--- src/rtl/bus_mux_reg_if.sv ---
// Bus-source bundle for bus_mux_reg: source enables and words in,
// registered bus word, source index, conflict flags and transfer count out.
interface bus_mux_reg_if #(
    parameter int WIDTH = 32,
    parameter int NSRC  = 25,
    parameter int SELW  = 5
);
    logic [NSRC-1:0]       src_en;
    logic [NSRC*WIDTH-1:0] src_data;
    logic                  stall;
    logic                  conflict_ack;
    logic [WIDTH-1:0]      bus_out;
    logic                  bus_valid;
    logic [SELW-1:0]       bus_sel;
    logic                  conflict;
    logic                  conflict_sticky;
    logic [15:0]           xfer_count;

    // Datapath side: drives sources and control, observes the bus
    modport master (
        output src_en, src_data, stall, conflict_ack,
        input  bus_out, bus_valid, bus_sel, conflict, conflict_sticky, xfer_count
    );

    // Multiplexer side
    modport slave (
        input  src_en, src_data, stall, conflict_ack,
        output bus_out, bus_valid, bus_sel, conflict, conflict_sticky, xfer_count
    );
endinterface

--- src/rtl/bus_mux_reg.sv ---
// Registered internal-bus multiplexer: fixed-priority selection of one of
// NSRC one-hot sources into a single output register, with source index,
// multi-driver conflict detection and a saturating transfer counter.
module bus_mux_reg #(
    parameter int WIDTH     = 32,
    parameter int NSRC      = 25,
    parameter int SELW      = 5,
    parameter bit HOLD_IDLE = 1'b1
) (
    input  logic          clk,
    input  logic          clr,
    bus_mux_reg_if.slave  bus
);

    logic [WIDTH-1:0] bus_out_q,   bus_out_d;
    logic             bus_valid_q, bus_valid_d;
    logic [SELW-1:0]  bus_sel_q,   bus_sel_d;
    logic             conflict_q,  conflict_d;
    logic             sticky_q,    sticky_d;
    logic [15:0]      count_q,     count_d;

    logic             any_en;
    logic             multi_en;
    logic [SELW-1:0]  win_idx;
    logic [WIDTH-1:0] win_data;

    // Counter stops at all-ones instead of wrapping
    function automatic logic [15:0] sat_inc(input logic [15:0] v);
        return (v == 16'hFFFF) ? v : v + 16'd1;
    endfunction

    // Source decode: any driver, more than one driver, lowest-index winner
    always_comb begin
        any_en   = |bus.src_en;
        // Clearing the lowest set bit leaves something only if two or more were set
        multi_en = |(bus.src_en & (bus.src_en - NSRC'(1)));
        win_idx  = '0;
        win_data = '0;
        // Descending scan so the lowest enabled index is the last to write
        for (int i = NSRC - 1; i >= 0; i--) begin
            if (bus.src_en[i]) begin
                win_idx  = SELW'(i);
                win_data = bus.src_data[i*WIDTH +: WIDTH];
            end
        end
    end

    // Next-state: capture on accepted cycles, hold everything while stalled
    always_comb begin
        bus_out_d   = bus_out_q;
        bus_valid_d = bus_valid_q;
        bus_sel_d   = bus_sel_q;
        count_d     = count_q;
        conflict_d  = 1'b0;
        if (!bus.stall) begin
            conflict_d = multi_en;
            if (any_en) begin
                bus_out_d   = win_data;
                bus_sel_d   = win_idx;
                bus_valid_d = 1'b1;
                count_d     = sat_inc(count_q);
            end else begin
                bus_valid_d = 1'b0;
                if (!HOLD_IDLE) begin
                    bus_out_d = '0;
                end
            end
        end
        // A new conflict beats the acknowledge; the ack still works under stall
        if (!bus.stall && multi_en) begin
            sticky_d = 1'b1;
        end else if (bus.conflict_ack) begin
            sticky_d = 1'b0;
        end else begin
            sticky_d = sticky_q;
        end
    end

    // State registers with asynchronous clear
    always_ff @(posedge clk or negedge clr) begin
        if (!clr) begin
            bus_out_q   <= '0;
            bus_valid_q <= 1'b0;
            bus_sel_q   <= '0;
            conflict_q  <= 1'b0;
            sticky_q    <= 1'b0;
            count_q     <= '0;
        end else begin
            bus_out_q   <= bus_out_d;
            bus_valid_q <= bus_valid_d;
            bus_sel_q   <= bus_sel_d;
            conflict_q  <= conflict_d;
            sticky_q    <= sticky_d;
            count_q     <= count_d;
        end
    end

    assign bus.bus_out         = bus_out_q;
    assign bus.bus_valid       = bus_valid_q;
    assign bus.bus_sel         = bus_sel_q;
    assign bus.conflict        = conflict_q;
    assign bus.conflict_sticky = sticky_q;
    assign bus.xfer_count      = count_q;

endmodule
--- src/flat_wrapper.sv ---
// flat-port wrapper written by rule: the top's interface ports become plain ports
module bus_mux_reg_flat 
#(
    parameter int WIDTH     = 32,
    parameter int NSRC      = 25,
    parameter int SELW      = 5,
    parameter bit HOLD_IDLE = 1'b1
)
  (clk, clr, bus_src_en, bus_src_data, bus_stall, bus_conflict_ack, bus_bus_out, bus_bus_valid, bus_bus_sel, bus_conflict, bus_conflict_sticky, bus_xfer_count);
  bus_mux_reg_if #(.WIDTH(WIDTH), .NSRC(NSRC), .SELW(SELW)) bus_i ();
  input  logic clk;
  input  logic clr;
  input wire logic [$bits(bus_i.src_en)-1:0] bus_src_en;
  input wire logic [$bits(bus_i.src_data)-1:0] bus_src_data;
  input wire logic [$bits(bus_i.stall)-1:0] bus_stall;
  input wire logic [$bits(bus_i.conflict_ack)-1:0] bus_conflict_ack;
  output wire logic [$bits(bus_i.bus_out)-1:0] bus_bus_out;
  output wire logic [$bits(bus_i.bus_valid)-1:0] bus_bus_valid;
  output wire logic [$bits(bus_i.bus_sel)-1:0] bus_bus_sel;
  output wire logic [$bits(bus_i.conflict)-1:0] bus_conflict;
  output wire logic [$bits(bus_i.conflict_sticky)-1:0] bus_conflict_sticky;
  output wire logic [$bits(bus_i.xfer_count)-1:0] bus_xfer_count;
  assign bus_i.src_en = bus_src_en;
  assign bus_i.src_data = bus_src_data;
  assign bus_i.stall = bus_stall;
  assign bus_i.conflict_ack = bus_conflict_ack;
  assign bus_bus_out = bus_i.bus_out;
  assign bus_bus_valid = bus_i.bus_valid;
  assign bus_bus_sel = bus_i.bus_sel;
  assign bus_conflict = bus_i.conflict;
  assign bus_conflict_sticky = bus_i.conflict_sticky;
  assign bus_xfer_count = bus_i.xfer_count;
  bus_mux_reg #(.WIDTH(WIDTH), .NSRC(NSRC), .SELW(SELW), .HOLD_IDLE(HOLD_IDLE)) u_core (.clk(clk), .clr(clr), .bus(bus_i));
endmodule
--- config.mk ---
export PLATFORM = sky130hd
export DESIGN_NAME = bus_mux_reg_flat
export DESIGN_NICKNAME = d
export VERILOG_FILES = /design/src/rtl/bus_mux_reg_if.sv /design/src/rtl/bus_mux_reg.sv /design/src/flat_wrapper.sv
export SDC_FILE = /design/constraint.sdc
export NUM_CORES = 1
export LEC_CHECK = 0
export CORE_AREA = 2 2 348 350
export DETAILED_ROUTE_END_ITERATION = 8
export DIE_AREA = 0 0 350 352
export SLEW_MARGIN = 40
export SYNTH_ARGS = -nofsm -noshare
export SYNTH_HDL_FRONTEND = slang
export SYNTH_SLANG_ARGS = --single-unit
export TNS_END_PERCENT = 10
--- constraint.sdc ---
create_clock -name clk -period 2.5 [get_ports clk]
set_input_delay 0.5 -clock clk [delete_from_list [all_inputs] [get_ports clk]]
set_output_delay 0.5 -clock clk [all_outputs]
set_load 0.02 [all_outputs]
==> flow_summary.json <==
{
  "stdcell_count": 4061,
  "ys.warnings.count": 0,
  "final_common_cell": "clkdlybuf4s50_1",
  "violations": "setup timing",
  "hold_slack_ns": 0.4909,
  "async_flop_share_pct": 100.0,
  "syn_to_final_growth_pct": 168.2,
  "core_area_um2": 119300,
  "ys_types": 61,
  "netlist_area_um2": 8906,
  "io-pin-count": 885,
  "slew_viol_final": 0,
  "dp_hpwl_mm": 107.9,
  "grt_pass1_vias": 17530,
  "die_w_um": 350,
  "avgSynthCellArea_um2": 7.080,
  "setup_slack_ns": -0.01593,
  "cp_data_required_time_ns": 2.71,
  "wl_per_cell_um": 29.92,
  "ys_seq_area_share_pct": 15.73,
  "via_per_inst": 4.176,
  "hold_viol_final": 0,
  "startpoint_type": "primary input",
  "setup_viol": 1,
  "die_h_um": 352,
  "period_minus_slack_ns": 2.516,
  "ant_nets": 0,
  "irDropWorstVdd_mv": 0.2468,
  "critPathCaptureType": "flip-flop",
  "cts_tree": "done",
  "synth-edff-count": 0,
  "cp_max_fo": 10,
  "skew_ns": 0.004792,
  "initial_core_util_pct": 7.463,
  "min_period_over_period_pct": 100.6,
  "wl_mm": 121.5,
  "vias": 16960,
  "worst_pin_slew_ns": 0.8183,
  "final_area_um2": 23890,
  "grt_max_degree": 38,
  "dp_slack_ns": -1.224,
  "overflow": 0,
  "rows": 127,
  "h-tree-depth": 2,
  "io_buffer_count": 884,
  "power.leakage_nw": 8.371,
  "relSlewSlack_pct": 45.34,
  "clock_path_buffers": 2,
  "critPathKind": "primary input to flip-flop",
  "insertion_delay_ns": 0.31,
  "cts-root-buf": "clkbuf_16",
  "clkTransAtPathRegs_ns": 0.09,
  "drive_above_1_share_pct": 24.57,
  "drt-initial-drc-count": 1413,
  "synth_ff_type": "dfrtp_1",
  "drc": 0,
  "max_freq_mhz": 397.5,
  "power.density_nw_per_um2": 260.5,
  "postPlaceCellArea_um2": 22510,
  "numCtsBuffers": 5,
  "status": "finished with violations",
  "syn_nets": 2088,
  "mostFrequentLayoutCells": "clkdlybuf4s50_1 (858), buf_4 (351), a221oi_1 (145)",
  "nets": 3255,
  "worstPathArrival_ns": 2.72,
  "grt_pass1_wl_mm": 156.3,
  "drt_first_pass_iters": 6,
  "min-delay-path-class": "flip-flop to flip-flop",
  "ys_seq_elements": 56,
  "post_synth_inst_count": 1258,
  "rsz0062_at_grt": "true",
  "clock_sinks": 56,
  "die_area_um2": 123200,
  "antenna_found_initial": 66,
  "grtUsageTotal_pct": 18.72,
  "fin_util_pct": 20.02,
  "placedCellCount": 4016,
  "maxCapViolCount": 0,
  "gp_congestion": 0.9509
}
==> path summary, 6_finish.rpt <==
kind	from	to	slack, ns	depth (start not counted)
min reg2reg	u_core.bus.bus_out[0]	u_core.bus.bus_out[0]	0.49	2
min in group asynchronous	clr	u_core.bus.xfer_count[2]	0.53	2
max reg2reg	u_core.bus.xfer_count[8]	u_core.bus.xfer_count[7]	0.44	7
max in group asynchronous	clr	u_core.bus.bus_out[23]	1.27	3
min	u_core.bus.bus_out[0]	u_core.bus.bus_out[0]	0.49	2
max	bus_src_en[11]	u_core.bus.bus_out[12]	-0.02	11
==> cell usage after synthesis (7+ instances only) <==
master / number / area (um^2)
nand3_1: 21 / 105.1
nand2b_1: 15 / 93.84
o2111ai_1: 15 / 131.4
inv_1: 14 / 52.55
o22a_1: 7 / 61.31
xor2_1: 8 / 70.07
o22ai_1: 49 / 306.5
a221oi_1: 169 / 1480
o21ai_0: 92 / 460.4
a21oi_1: 111 / 555.5
o221ai_1: 30 / 262.8
nor2_1: 77 / 289.0
o21ai_2: 9 / 78.83
nor2b_1: 82 / 513.0
a221o_1: 43 / 430.4
clkbuf_1: 99 / 371.6
o41ai_1: 11 / 96.34
o211ai_1: 16 / 120.1
a31oi_1: 14 / 87.58
nor3_1: 59 / 295.3
o21bai_1: 30 / 225.2
a2111oi_0: 10 / 87.58
o31ai_1: 9 / 67.56
o311ai_0: 15 / 131.4
a211oi_1: 15 / 112.6
buf_2: 18 / 90.09
nand2_1: 85 / 319.1
dfrtp_1: 56 / 1401
buf_1: 12 / 45.04
==> registers in the layout, indices dropped and copies added (netlist names) <==
| signal | count |
|---|---|
| u_core.bus.conflict | 1 |
| u_core.bus.bus_out | 32 |
| u_core.bus.bus_sel | 5 |
| u_core.bus.conflict_sticky | 1 |
| u_core.bus.xfer_count | 16 |
| u_core.bus.bus_valid | 1 |
==> worst max-delay path: stages <==
cell	delay [ns]
buf_2	0.18
buf_4	0.30
inv_1	0.20
buf_12	0.18
buf_4	0.13
o21ai_1	0.33
o311ai_0	0.16
a31oi_1	0.33
o41ai_4	0.16
o2111ai_1	0.13
a21oi_1	0.09
==> metal layers <==
| layer | up-vias | track usage [%] | share of wire (%) |
|---|---|---|---|
| met5 | - | 0 | 0.17 |
| met4 | 32 | 5.543 | 3.3 |
| met3 | 173 | 4.499 | 7.8 |
| met2 | 932 | 32.78 | 49 |
| met1 | 8303 | 22.40 | 40 |
| li1 | 7519 | - | - |
==> area by class of cell <==
cell class	count	area (um^2)
Fill cell	13280	95450
Timing Repair Buffer	1293	12380
Multi-Input combinational cell	1051	7820
Tap cell	1612	2017
Sequential cell	56	1401
Clock buffer	6	128.9
Inverter	18	67.56
Antenna cell	23	57.56
Clock inverter	2	13.76
==> cell families (layout without fill, tap and decap cells) <==
logic type | count (synthesis) | after routing | synth area share, %
other | 0 | 23 | 0
XOR/XNOR | 14 | 14 | 1.377
multiplexers | 1 | 1 | 0.1264
AND/OR/NAND/NOR | 371 | 372 | 21.09
buffers and inverters | 152 | 1319 | 6.954
adder cells (fa/ha/maj) | 1 | 1 | 0.1405
AO/OA/AOI/OAI | 663 | 663 | 54.58
flip-flops | 56 | 56 | 15.73
==> power by group <==
part	internal, mW	switching, mW	total, mW
combinational	2.31	1.92	4.24
sequential	1.04	0.146	1.19
clock	0.379	0.425	0.803
total	3.73	2.49	6.22
==> through the flow <==
step                total power [mW]  TNS [ns]
global route                   6.536   -0.4510
detailed placement             5.237    -45.20
global placement               5.234    -45.82
floorplan                      2.277         0
finish                         6.224  -0.01593
CTS                            6.283   -0.1250
==> what timing repair did <==
item | 4_1_cts | 5_1_grt
cloned | 3 | 0
gates resized for setup | 221 | 40
setup endpoints to repair | 55 | 34
hold endpoints to repair | 3 | 0
pin swaps | 45 | 14
buffers inserted | 11 | 1
hold buffers | 1 | 0
(Power assumes the default switching activity.)
